`src/rtl/frame_stats.sv`:
```
// Frame statistics engine: claims a full ping-pong buffer, streams its samples,
// and reports peak magnitude, sum of squares, sample count and a length-error flag.
module frame_stats #(
    parameter int SAMPLE_W = 16,
    parameter int BUF_LEN  = 256,
    parameter int ACC_W    = 40
) (
    input  logic                      clk_i,
    input  logic                      rst_ni,
    input  logic                      buf_ready_i,
    input  logic                      buf_id_i,
    output logic                      buf_take_o,
    input  logic [SAMPLE_W-1:0]       rd_data_i,
    input  logic                      rd_valid_i,
    output logic                      rd_ready_o,
    input  logic                      rd_last_i,
    output logic                      stats_valid_o,
    input  logic                      stats_ready_i,
    output logic [SAMPLE_W-1:0]       peak_o,
    output logic [ACC_W-1:0]          sum_sq_o,
    output logic [$clog2(BUF_LEN):0]  count_o,
    output logic                      frame_id_o,
    output logic                      len_err_o
);

    localparam int CNT_W = $clog2(BUF_LEN) + 1;

    typedef enum logic [1:0] {
        S_IDLE,
        S_TAKE,
        S_READ,
        S_DONE
    } state_t;

    state_t                r_state;
    state_t                w_state_next;

    logic [SAMPLE_W-1:0]   r_peak;
    logic [ACC_W-1:0]      r_sum;
    logic [CNT_W-1:0]      r_count;
    logic                  r_frame_id;
    logic                  r_len_err;

    logic                  w_start;
    logic                  w_xfer;
    logic [SAMPLE_W-1:0]   w_abs;
    logic [SAMPLE_W-1:0]   w_peak_next;
    logic [2*SAMPLE_W-1:0] w_sq;
    logic [ACC_W-1:0]      w_sq_ext;
    logic [CNT_W-1:0]      w_count_inc;
    logic                  w_at_len;
    logic                  w_frame_end;

    assign w_start = (r_state == S_IDLE) && buf_ready_i;
    assign w_xfer  = (r_state == S_READ) && rd_valid_i;

    // Two's-complement negate in SAMPLE_W bits: the most negative value maps to
    // 2^(SAMPLE_W-1) when read as unsigned, which is exactly its magnitude.
    assign w_abs       = rd_data_i[SAMPLE_W-1] ? (~rd_data_i + 1'b1) : rd_data_i;
    assign w_peak_next = (w_abs > r_peak) ? w_abs : r_peak;
    assign w_sq        = {{SAMPLE_W{1'b0}}, w_abs} * {{SAMPLE_W{1'b0}}, w_abs};

    generate
        if (ACC_W > 2*SAMPLE_W) begin : g_sq_pad
            assign w_sq_ext = {{(ACC_W-2*SAMPLE_W){1'b0}}, w_sq};
        end else begin : g_sq_trunc
            assign w_sq_ext = w_sq[ACC_W-1:0];
        end
    endgenerate

    assign w_count_inc = r_count + 1'b1;
    assign w_at_len    = (w_count_inc == CNT_W'(BUF_LEN));
    assign w_frame_end = w_xfer && (rd_last_i || w_at_len);

    always_ff @(posedge clk_i or negedge rst_ni) begin
        if (!rst_ni) begin
            r_state <= S_IDLE;
        end else begin
            r_state <= w_state_next;
        end
    end

    always_comb begin
        w_state_next  = r_state;
        buf_take_o    = 1'b0;
        rd_ready_o    = 1'b0;
        stats_valid_o = 1'b0;
        case (r_state)
            S_IDLE: begin
                if (buf_ready_i) begin
                    w_state_next = S_TAKE;
                end
            end
            S_TAKE: begin
                buf_take_o   = 1'b1;
                w_state_next = S_READ;
            end
            S_READ: begin
                rd_ready_o = 1'b1;
                if (w_frame_end) begin
                    w_state_next = S_DONE;
                end
            end
            S_DONE: begin
                stats_valid_o = 1'b1;
                if (stats_ready_i) begin
                    w_state_next = S_IDLE;
                end
            end
            default: begin
                w_state_next = S_IDLE;
            end
        endcase
    end

    // Results are cleared only when a new buffer is claimed, so the last frame
    // stays visible after the consumer has accepted it.
    always_ff @(posedge clk_i or negedge rst_ni) begin
        if (!rst_ni) begin
            r_peak     <= '0;
            r_sum      <= '0;
            r_count    <= '0;
            r_frame_id <= 1'b0;
            r_len_err  <= 1'b0;
        end else if (w_start) begin
            r_peak     <= '0;
            r_sum      <= '0;
            r_count    <= '0;
            r_frame_id <= buf_id_i;
            r_len_err  <= 1'b0;
        end else if (w_xfer) begin
            r_peak  <= w_peak_next;
            r_sum   <= r_sum + w_sq_ext;
            r_count <= w_count_inc;
            if (rd_last_i) begin
                r_len_err <= !w_at_len;
            end else if (w_at_len) begin
                r_len_err <= 1'b1;
            end
        end
    end

    assign peak_o     = r_peak;
    assign sum_sq_o   = r_sum;
    assign count_o    = r_count;
    assign frame_id_o = r_frame_id;
    assign len_err_o  = r_len_err;

endmodule

```
`config.mk`:
```
export PLATFORM = sky130hd
export DESIGN_NAME = frame_stats
export DESIGN_NICKNAME = d
export VERILOG_FILES = /design/src/rtl/frame_stats.sv
export SDC_FILE = /design/constraint.sdc
export NUM_CORES = 1
export LEC_CHECK = 0
export ABC_AREA = 1
export CAP_MARGIN = 20
export CORE_MARGIN = 2
export CORE_UTILIZATION = 55
export CTS_CLUSTER_DIAMETER = 120
export DETAILED_ROUTE_END_ITERATION = 12
export PLACE_DENSITY = 0.78
export SYNTH_ARGS = -nofsm -noshare
export SYNTH_HDL_FRONTEND = slang
export SYNTH_SLANG_ARGS = --single-unit
```
`constraint.sdc`:
```
create_clock -name clk_i -period 3.7 [get_ports clk_i]
set_clock_uncertainty 0.2 [all_clocks]
set_input_delay 0.74 -clock clk_i [delete_from_list [all_inputs] [get_ports clk_i]]
set_output_delay 0.74 -clock clk_i [all_outputs]
set_load 0.02 [all_outputs]
```
==> results_dict.tcl, run 1 <==
set metrics [dict create \
    status "finished with violations" \
    violations "negative setup slack" \
    worst_r2r_startpoint "sum_sq_o[9]" \
    ctsHoldBuffers 0 \
    grt_pass1_wl_um 65860 \
    cp-end-kind "register" \
    final_cells 2407 \
    hold_depth 1 \
    diodes 0 \
    synthTopCellsByArea "fa_1, inv_1, dfrtp_1" \
    yosysMostFrequentCell "inv_1" \
    antenna_found_initial 0 \
    yosysSeqAreaShare 0.1338 \
    holdWs_ns 0.3207 \
    h-tree-depth 3 \
    insertion_delay_ns 0.36 \
    dpl-instance-area_um2 16450 \
    core_um2 23260 \
    grt.overflow.total 0 \
    rsz0062_at_grt "yes" \
    cts_buffer_depth 2 \
    syn2layout_area_growth_pct 42.32 \
    r2r-end "sum_sq_o[23]" \
    maxCapViolCount 0 \
    synth_area_leader_cell "fa_1" \
    min_to "frame_id_o" \
    ys.flop_type "dfrtp_1" \
    crit_required_ns 3.75 \
    start_util 0.5546 \
    critical_path_class "input pin to register" \
    dpl.cell_count 2348 \
    final_max_slew_viol_count 0 \
    grt_util_all_layers 0.3438 \
    maxSlewHeadroom 0.3429 \
    avgViaCountPerCell 5.445 \
    hp-start "frame_id_o" \
    pre_cts_ws_ns -3.946 \
    chipWidth_um 157.2 \
    yosysWarnings 0 \
    synthCells 1724 \
    syn_area_per_cell_um2 7.483 \
    worstRegToRegCells 19 \
    cts_buffers 9 \
    drt-total-wl_um 44080 \
    drive_above_1_share 0.3113 \
    async_flop_share 1.000 \
    final.setup.worst_slack_ns -3.114 \
    nNetsFinal 2428 \
    worst_pin_slew_ns 0.9856 \
    regToRegSetupSlack_ns -0.84 \
    crit_top_cell "nand2_1" \
    clkTransAtPathRegs_ns 0.07 \
    arrival_ns 6.86 \
    ant_nets 0 \
    dr.first_iter.drc_count 976 \
    post_drt_wl_per_cell_um 18.31 \
    ys_types 41 \
    fp.dieArea_um2 24700 \
    fp-row-count 56 \
    setup_violations 38 \
    synthTopCellsByCount "inv_1, nand2_1, fa_1" \
    routabilityCongestion 0.9520 \
    synth_enable_flop_cells 0 \
    hpwl_um 31120 \
    clock-root-buffer "clkbuf_16" \
    critPathMaxStageDelay_ns 0.63 \
    hp-class "register to register" \
    path_max_fanout 7 \
    design_area_um2 18360 \
    cts.sinks 69 \
    synth_seq_cells 69 \
    start_kind "input pin" \
    slowest_stage "fa_1" \
    finalHoldViolCount 0 \
    cts_tree "yes" \
    grt_pass1_vias 13410 \
    post-route-period-util 1.842 \
    fin_crit_ns 6.814 \
    via_count 13110 \
    io_pins 93 \
    grt_max_degree 70 \
    numPortBuffers 92 \
    dieHeight_um 157.2 \
    yosysTopAreaCellShare 0.2979 \
    netlist_area_um2 12900 \
    drc_errors 0 \
    fmax_ghz 0.1467 \
    drt_pass1_iterations 7 \
]
[sequential cells by signal, summed over array words and instances, names as in the netlist]
name / flops
sum_sq_o: 40
peak_o: 16
count_o: 9
r_state: 2
frame_id_o: 1
len_err_o: 1
[cell families after synthesis]
group / after synthesis / share of synthesized area
compound gates: 133 / 0.05858
other cells: 2 / 0.0005821
fa+ha+maj: 322 / 0.4240
simple gates: 681 / 0.2248
buf+inv: 510 / 0.1532
xor+xnor: 6 / 0.004073
mux: 1 / 0.0008728
flops: 69 / 0.1338
[how the worst max path moves through the flow]
| stage | startpoint | endpoint | slack, ns | depth (start not counted) |
|---|---|---|---|---|
| detailed placement | rd_data_i[0] | sum_sq_o[23] | -3.95 | 32 |
| CTS | rd_data_i[10] | sum_sq_o[33] | -2.83 | 31 |
| global route | rd_data_i[0] | sum_sq_o[37] | -3.30 | 37 |
| finish | rd_data_i[0] | sum_sq_o[23] | -3.11 | 32 |
| global placement | rd_data_i[0] | sum_sq_o[23] | -3.86 | 30 |
| floorplan | rd_data_i[0] | sum_sq_o[34] | -2.92 | 38 |
[worst max-delay path, delay by kind of cell]
family | cells | cell delay [ns]
compound gates | 1 | 0.17
simple gates | 14 | 1.61
buf+inv | 9 | 0.83
fa+ha+maj | 8 | 3.50
[layout by cell type (no fill, tap or decap), types with 29 or more instances in the layout]
master,netlist,routed
buf_4,3,239
nor2_2,1,33
clkdlybuf4s50_1,0,79
inv_2,7,42
dfrtp_1,69,69
nand2_4,0,34
a21oi_1,53,29
nor2_4,6,36
nand2_2,11,70
nor2_1,148,86
nand3_1,64,45
inv_1,467,420
ha_4,0,31
fa_1,192,187
ha_1,130,98
buf_6,4,39
nand2_1,394,301
[cell type report]
class | instances | area, µm²
clock buffers | 9 | 225.2
clock inverters | 7 | 105.1
fillers | 1458 | 4901
inverters | 475 | 1844
multi-input cells | 1154 | 10810
flip-flops and latches | 69 | 1727
well taps | 319 | 399.1
repair buffers | 374 | 3252
[layer usage]
metal  part of all wire  up-vias  global-route usage
met1               0.37     6351              0.4340
met5                  0        -                   0
met3              0.076      233             0.04433
met4              0.058        0              0.1558
met2               0.49      688              0.5911
li1                   -     5833                   -
[per-stage QoR]
step | util | TNS, ns
floorplan | - | -91.16
global placement | 0.7070 | -134.91
detailed placement | 0.7070 | -140.21
CTS | 0.7664 | -90.40
global route | 0.7893 | -106.08
finish | 0.7893 | -100.12
[timing repair]
action                     CTS  global route
cloned                       1             0
setup endpoints to repair   54            54
gates resized for setup    279           109
buffers inserted            33            17
pin swaps                  116            81
Power of run 1 is not shown: default switching activity piles up to over one toggle a cycle in this logic, so the estimate is an artifact.
==> run 2: changes to the inputs <==
- CTS_CLUSTER_SIZE: not set -> 28
==> results of run 2 <==
Final layout, timing and power as in run 1 (identical DEF).
Power of run 2 is left out for the same reason.
==> run 3: changes to the inputs <==
- ABC_CLOCK_PERIOD_IN_PS: not set -> 3700
- CTS_CLUSTER_DIAMETER: 120 -> not set
==> results of run 3 <==
Final layout, timing and power as in run 1 (identical DEF).
Power of run 3 is left out for the same reason.
